==> src/rtl/priv_trap_sequencer.sv <==
// Trap/xRET sequencer: prioritise, drain, redirect, commit.
// Optional VECTORED_TRAP_EN: vectored interrupt targets.
module priv_trap_sequencer #(
  parameter logic [31:0] RESET_PC_BASE = 32'h0000_0200,
  parameter int unsigned DRAIN_TIMEOUT = 16
) (
  input  logic        CLK,
  input  logic        nRST,
  input  logic [15:0] exc_vec,
  input  logic [31:0] epc,
  input  logic [31:0] badaddr,
  input  logic        timer_int,
  input  logic        soft_int,
  input  logic        ext_int,
  input  logic        mie_global,
  input  logic        mret,
  input  logic        pipe_clear,
  input  logic [31:0] mtvec,
  input  logic [31:0] mepc_r,
  output logic        insert_pc,
  output logic [31:0] priv_pc,
  output logic        intr,
  output logic        trap_commit,
  output logic        ret_commit,
  output logic [4:0]  cause_o,
  output logic        cause_intr_o,
  output logic [31:0] epc_o,
  output logic [31:0] tval_o
);

  typedef enum logic [1:0] {
    IDLE,
    DRAIN,
    COMMIT
  } state_t;

  localparam logic [15:0] EXC_MASK  = 16'hBBFF;
  localparam logic [15:0] TVAL_MASK = 16'hB0F3;
  localparam bit          TO_EN     = (DRAIN_TIMEOUT != 0);
  localparam logic [4:0]  TO_LAST   = 5'(DRAIN_TIMEOUT - 1);

  state_t      state_q, state_d;
  logic [4:0]  cnt_q;
  logic        is_ret_q;
  logic [4:0]  cause_q;
  logic        cause_intr_q;
  logic [31:0] epc_q;
  logic [31:0] tval_q;
  logic [31:0] pc_q;

  logic [15:0] exc_v;
  logic        exc_any;
  logic        int_any;
  logic        detect;
  logic [4:0]  exc_code;
  logic [4:0]  int_code;
  logic [31:0] exc_tval;
  logic        to_hit;
  logic [31:0] target;

  assign exc_v   = exc_vec & EXC_MASK;
  assign exc_any = |exc_v;
  assign int_any = mie_global &
                   (ext_int | soft_int | timer_int);
  assign detect  = exc_any | mret | int_any;
  assign to_hit  = TO_EN && (cnt_q == TO_LAST);

  // Fixed exception priority, highest first.
  always_comb begin
    exc_code = 5'd0;
    if      (exc_v[3])  exc_code = 5'd3;
    else if (exc_v[12]) exc_code = 5'd12;
    else if (exc_v[1])  exc_code = 5'd1;
    else if (exc_v[2])  exc_code = 5'd2;
    else if (exc_v[0])  exc_code = 5'd0;
    else if (exc_v[8])  exc_code = 5'd8;
    else if (exc_v[9])  exc_code = 5'd9;
    else if (exc_v[11]) exc_code = 5'd11;
    else if (exc_v[6])  exc_code = 5'd6;
    else if (exc_v[4])  exc_code = 5'd4;
    else if (exc_v[15]) exc_code = 5'd15;
    else if (exc_v[13]) exc_code = 5'd13;
    else if (exc_v[7])  exc_code = 5'd7;
    else if (exc_v[5])  exc_code = 5'd5;
  end

  assign int_code = ext_int  ? 5'd11 :
                    soft_int ? 5'd3  : 5'd7;

  assign exc_tval = TVAL_MASK[exc_code[3:0]] ?
                    badaddr : 32'd0;

  // Redirect target for the commit cycle.
  always_comb begin
    target = {mtvec[31:2], 2'b00};
    if (is_ret_q)
      target = {mepc_r[31:2], 2'b00};
`ifdef VECTORED_TRAP_EN
    else if (cause_intr_q && mtvec[1:0] == 2'b01)
      target = {mtvec[31:2], 2'b00} +
               {25'd0, cause_q, 2'b00};
`endif
  end

`ifndef VECTORED_TRAP_EN
  logic unused_mode;
  assign unused_mode = ^mtvec[1:0];
`endif

  // Next-state logic.
  always_comb begin
    state_d = state_q;
    unique case (state_q)
      IDLE:    if (detect) state_d = DRAIN;
      DRAIN:   if (pipe_clear || to_hit)
                 state_d = COMMIT;
      COMMIT:  state_d = IDLE;
      default: state_d = IDLE;
    endcase
  end

  // State register and drain counter.
  always_ff @(posedge CLK or negedge nRST) begin
    if (!nRST) begin
      state_q <= IDLE;
      cnt_q   <= '0;
    end else begin
      state_q <= state_d;
      if (state_q != DRAIN)
        cnt_q <= '0;
      else if (cnt_q != 5'h1f)
        cnt_q <= cnt_q + 5'd1;
    end
  end

  // Latch the event at detect; hold through drain.
  always_ff @(posedge CLK or negedge nRST) begin
    if (!nRST) begin
      is_ret_q     <= 1'b0;
      cause_q      <= '0;
      cause_intr_q <= 1'b0;
      epc_q        <= '0;
      tval_q       <= '0;
    end else if (state_q == IDLE && detect) begin
      if (exc_any) begin
        is_ret_q     <= 1'b0;
        cause_q      <= exc_code;
        cause_intr_q <= 1'b0;
        epc_q        <= epc;
        tval_q       <= exc_tval;
      end else if (mret) begin
        is_ret_q     <= 1'b1;
      end else begin
        is_ret_q     <= 1'b0;
        cause_q      <= int_code;
        cause_intr_q <= 1'b1;
        epc_q        <= epc;
        tval_q       <= '0;
      end
    end
  end

  // Last redirect target, held outside commit.
  always_ff @(posedge CLK or negedge nRST) begin
    if (!nRST)
      pc_q <= RESET_PC_BASE;
    else if (state_q == COMMIT)
      pc_q <= target;
  end

  assign insert_pc    = (state_q == COMMIT);
  assign intr         = (state_q != IDLE);
  assign trap_commit  = insert_pc & ~is_ret_q;
  assign ret_commit   = insert_pc & is_ret_q;
  assign priv_pc      = insert_pc ? target : pc_q;
  assign cause_o      = cause_q;
  assign cause_intr_o = cause_intr_q;
  assign epc_o        = epc_q;
  assign tval_o       = tval_q;

endmodule

==> config.mk <==
export PLATFORM = sky130hd
export DESIGN_NAME = priv_trap_sequencer
export DESIGN_NICKNAME = d
export VERILOG_FILES = /design/src/rtl/priv_trap_sequencer.sv
export SDC_FILE = /design/constraint.sdc
export NUM_CORES = 1
export LEC_CHECK = 0
export ABC_AREA = 1
export BUFFER_PORTS_ARGS = -buffer_cell sky130_fd_sc_hd__buf_2
export CORE_MARGIN = 2
export CORE_UTILIZATION = 45
export CTS_CLUSTER_DIAMETER = 80
export DETAILED_ROUTE_END_ITERATION = 16
export PLACE_DENSITY = 0.8
export SETUP_SLACK_MARGIN = 0.15
export SLEW_MARGIN = 15
export SYNTH_ARGS = -nofsm -noshare
export SYNTH_HDL_FRONTEND = slang
export SYNTH_SLANG_ARGS = --single-unit
export TNS_END_PERCENT = 1
==> constraint.sdc <==
create_clock -name CLK -period 2.9 [get_ports CLK]
set_input_delay 0.435 -clock CLK [delete_from_list [all_inputs] [get_ports CLK]]
set_output_delay 0.435 -clock CLK [all_outputs]
set_load 0.05 [all_outputs]
==> results.txt <==
- Outcome: complete, no violations
- Proportion of total power due to net switching: 0.569
* Max-cap violation count: 0
- Based on the critical path, the design can be clocked at up to between 300 and 400 MHz.
- The share of total power dissipated in the clock network is 0.106.
- The floorplan step defined a die boundary enclosing roughly 12000 um2.
- For this block, the initial DRC count from the detailed router was 275.
- Total inserted antenna cells: 0
* Hold violation count in the final report: 0
* Number of register bits inferred by synthesis: about 110
- Horizontal die dimension: around 110 um
- Buffers inserted to repair hold after CTS numbered 0.
- The detail route stage leaves a number of antenna-violating nets equal to 0.
- Of the available clock period, the critical path in the final layout requires 0.891.
- Fill cells in the final layout number between 1k and 1.5k.
* Effective utilization at floorplan: 0.457
- Clock-pin transition on the worst setup and hold timing paths: roughly 0.11 ns
- Sequential standard cell area: 2730 um2
* Skew-Pair Late Insertion Delay: between 0.3 and 0.4 ns
- The critical path in this run is classified as flip-flop to output port.
* Die boundary height: about 110 um
* Average via count per standard cell: about 4.6
* Clock tree buffer depth: 2
- TritonCTS created 9 clock buffers.
* Transition at the pin with the smallest max-transition slack: roughly 0.6 ns
* Overall routed net length: 12900 um
* CP endpoint kind: output port
- Core Footprint: 10700 um2
- Routed wire per std cell: roughly 13 um
- In the final timing run, aggregate negative setup slack is 0 ns.
- Leaving out filler cells and counting taps, the final layout contains a little over 1k.
* Net load switching power: slightly below 5 mW
- Combinational share of power: 0.602
- Port buffering added 250 buffers.
* Maximum fanout along the worst path: 25
- For the worst setup path, the data arrival time is ~2.2 ns.
- In this run the static leakage power is slightly below 4 nW.
- The share of total power dissipated in sequential elements is 0.292.
- Number of I/O pins: ~260
* CTS tree: yes
* Worst setup slack after layout: 0.316 ns
- The clock arrives with approximately 0.013 ns of skew.
- After layout, the design draws a total of 8.48 mW.
* Number of distinct standard cells referenced by the synthesized netlist: 32
- Placement row count: 38
- Before CTS, the worst setup slack after placement is 0.659 ns.
* CTS root buffer: sky130_fd_sc_hd__clkbuf_8
- The mapped netlist covers around 4900 um2.
- Summing over every cut layer, the via total after detailed routing is around 4.7k.
- Worst VDD drop: between 700 and 800 uV
- The min-delay analysis places its worst path in the category input port to async pin.
- After global routing the overflow that remains totals 0.
* Kind of launch point of the worst setup path: flip-flop
- For this run, the post-layout net count is 1028.
* Final HPWL DP: 9530 um
- The internal portion of the total power is 3.66 mW.
* Fraction of the yosys area taken by sequential cells: 0.556
- Net Count, Synth: 780
- Required @ worst endpoint: approximately 2.5 ns
- Counting tap cells, the placed design contains a total of around 1000 instances.
* Final setup vio count: 0
- The via count of the first global-routing pass came to between 4k and 5k.
* Area used by multi-input combinational logic: 1810 um2
* Post-synthesis to final-layout area growth: 33.0%
- Drc violations: 0
* Final Wtd Congestion: ~0.79
- Gate count of the mapped netlist: 625
- The count of pins over their slew limit is 0.
- The Yosys step of the flow raised 0 warnings.
- Fraction of layout cells with a size suffix above 1: 0.344
* Final worst path period need: around 2.6 ns
- CTS H-tree depth: 3
- Antenna violations before repair: 0
- Counting every sink on the clock net gives between 100 and 150.
* Setup repair after global routing missed its margin: false
- The first TritonRoute pass finished after 4 iterations.
- Syn Area/Cell: 7.86 um2
- Largest net degree at the start of global routing: 48
- Global-route wire length before repair: around 20000 um
- Overall global routing resource usage: 0.217
- Remaining max-slew budget at the tightest pin: 0.611
* Power Density: ~1300 nW/um2
timing repair:
item | CTS | global route
setup endpoints to repair | 0 | 24
setup buffers | 0 | 5
resized for setup | 0 | 2
routing by layer:
metal | vias up | GRT usage | wire length, um
li1 | 2374 | - | -
met1 | 2125 | 0.283 | 5610
met3 | 29 | 0.0561 | 880
met2 | 155 | 0.338 | 6010
met5 | - | 0 | 0
met4 | 0 | 0.101 | 429
power groups by stage:
| stage | combinational (mW) | clock, mW | sequential (mW) |
|---|---|---|---|
| floorplan | 2.41 | 0 | 4.00 |
| global placement | 5.05 | 0 | 2.48 |
| detailed placement | 5.11 | 0 | 2.50 |
| CTS | 5.11 | 0.925 | 2.47 |
| global route | 5.44 | 0.986 | 2.56 |
| finish | 5.10 | 0.899 | 2.48 |
layout make-up:
| class | instances | share of cell area |
|---|---|---|
| inverter | 58 | 0.0345 |
| tap | 140 | 0.0268 |
| multi-input combinational | 432 | 0.277 |
| clock inverter | 5 | 0.00651 |
| clock buffer | 11 | 0.0232 |
| timing repair buffer | 263 | 0.215 |
| sequential | 109 | 0.418 |
layout by cell type, fill, tap and decap left out, drive strengths merged:
cell type	count
nand2	311
o211ai	1
o22ai	1
nor3	5
dfstp	1
a21oi	6
nor2	56
a211oi	1
clkinv	5
conb	1
o21ai	7
ha	3
nand4	2
nand3	35
dfrtp	108
buf	263
o21a	1
a21boi	1
inv	58
clkbuf	11
o31ai	1
cell families (layout without fill, tap and decap cells):
family / Yosys count / count (layout) / synth area share
buffers and inverters: 84 / 337 / 0.0797
adder cells (fa/ha/maj): 3 / 3 / 0.00764
AO/OA/AOI/OAI: 19 / 19 / 0.0222
AND/OR/NAND/NOR: 409 / 409 / 0.334
other: 1 / 1 / 0.000764
flip-flops: 109 / 109 / 0.556
final timing paths:
| path | startpoint | slack, ns | depth (start not counted) | to |
|---|---|---|---|---|
| min in group CLK | pipe_clear | 0.24 | 2 | state_q[0] |
| min reg2reg | epc_o[0] | 0.48 | 2 | epc_o[0] |
| max | state_q[0] | 0.32 | 7 | priv_pc[23] |
| min | nRST | 0.04 | 1 | pc_q[29] |
| max reg2reg | state_q[0] | 1.06 | 8 | epc_o[22] |
| max in group asynchronous | nRST | 2.10 | 2 | pc_q[9] |
critical path, stage by stage, from the launching register on:
cell and delay (ns):
sky130_fd_sc_hd__dfrtp_1 0.42, sky130_fd_sc_hd__nor2_2 0.19, sky130_fd_sc_hd__inv_1 0.21, sky130_fd_sc_hd__nor2_4 0.25, sky130_fd_sc_hd__buf_12 0.19, sky130_fd_sc_hd__nand2_1 0.07, sky130_fd_sc_hd__nand3_1 0.15, sky130_fd_sc_hd__buf_2 0.29
flip-flops by register name (all words and copies together), names as in the netlist:
| register | flops |
|---|---|
| pc_q | 32 |
| cnt_q | 5 |
| tval_o | 32 |
| state_q | 2 |
| is_ret_q | 1 |
| cause_o | 4 |
| epc_o | 32 |
| cause_intr_o | 1 |
cells in the mapped netlist (all sizes together):
cell type | count | area, um2
nand2 | 311 | 1200
nor3 | 5 | 25.0
o21ai | 7 | 35.0
buf | 22 | 151
dfstp | 1 | 26.3
a21oi | 6 | 30.0
clkbuf | 4 | 15.0
ha | 3 | 37.5
nand4 | 2 | 12.5
a21boi | 1 | 7.51
o31ai | 1 | 7.51
nor2 | 56 | 228
inv | 57 | 216
dfrtp | 108 | 2700
o22ai | 1 | 6.26
o211ai | 1 | 7.51
clkinv | 1 | 8.76
o21a | 1 | 7.51
nand3 | 35 | 175
conb | 1 | 3.75
a211oi | 1 | 7.51
through the flow:
step | util | instance area (um2) | hold slack (ns)
global route | 0.608 | 6530 | 0.0685
floorplan | - | 4910 | 0.139
finish | 0.608 | 6530 | 0.0379
global placement | 0.585 | 6290 | 0.449
CTS | 0.604 | 6480 | 0.0474
detailed placement | 0.585 | 6290 | 0.454
Note: power is estimated with default switching activity, not from simulation.
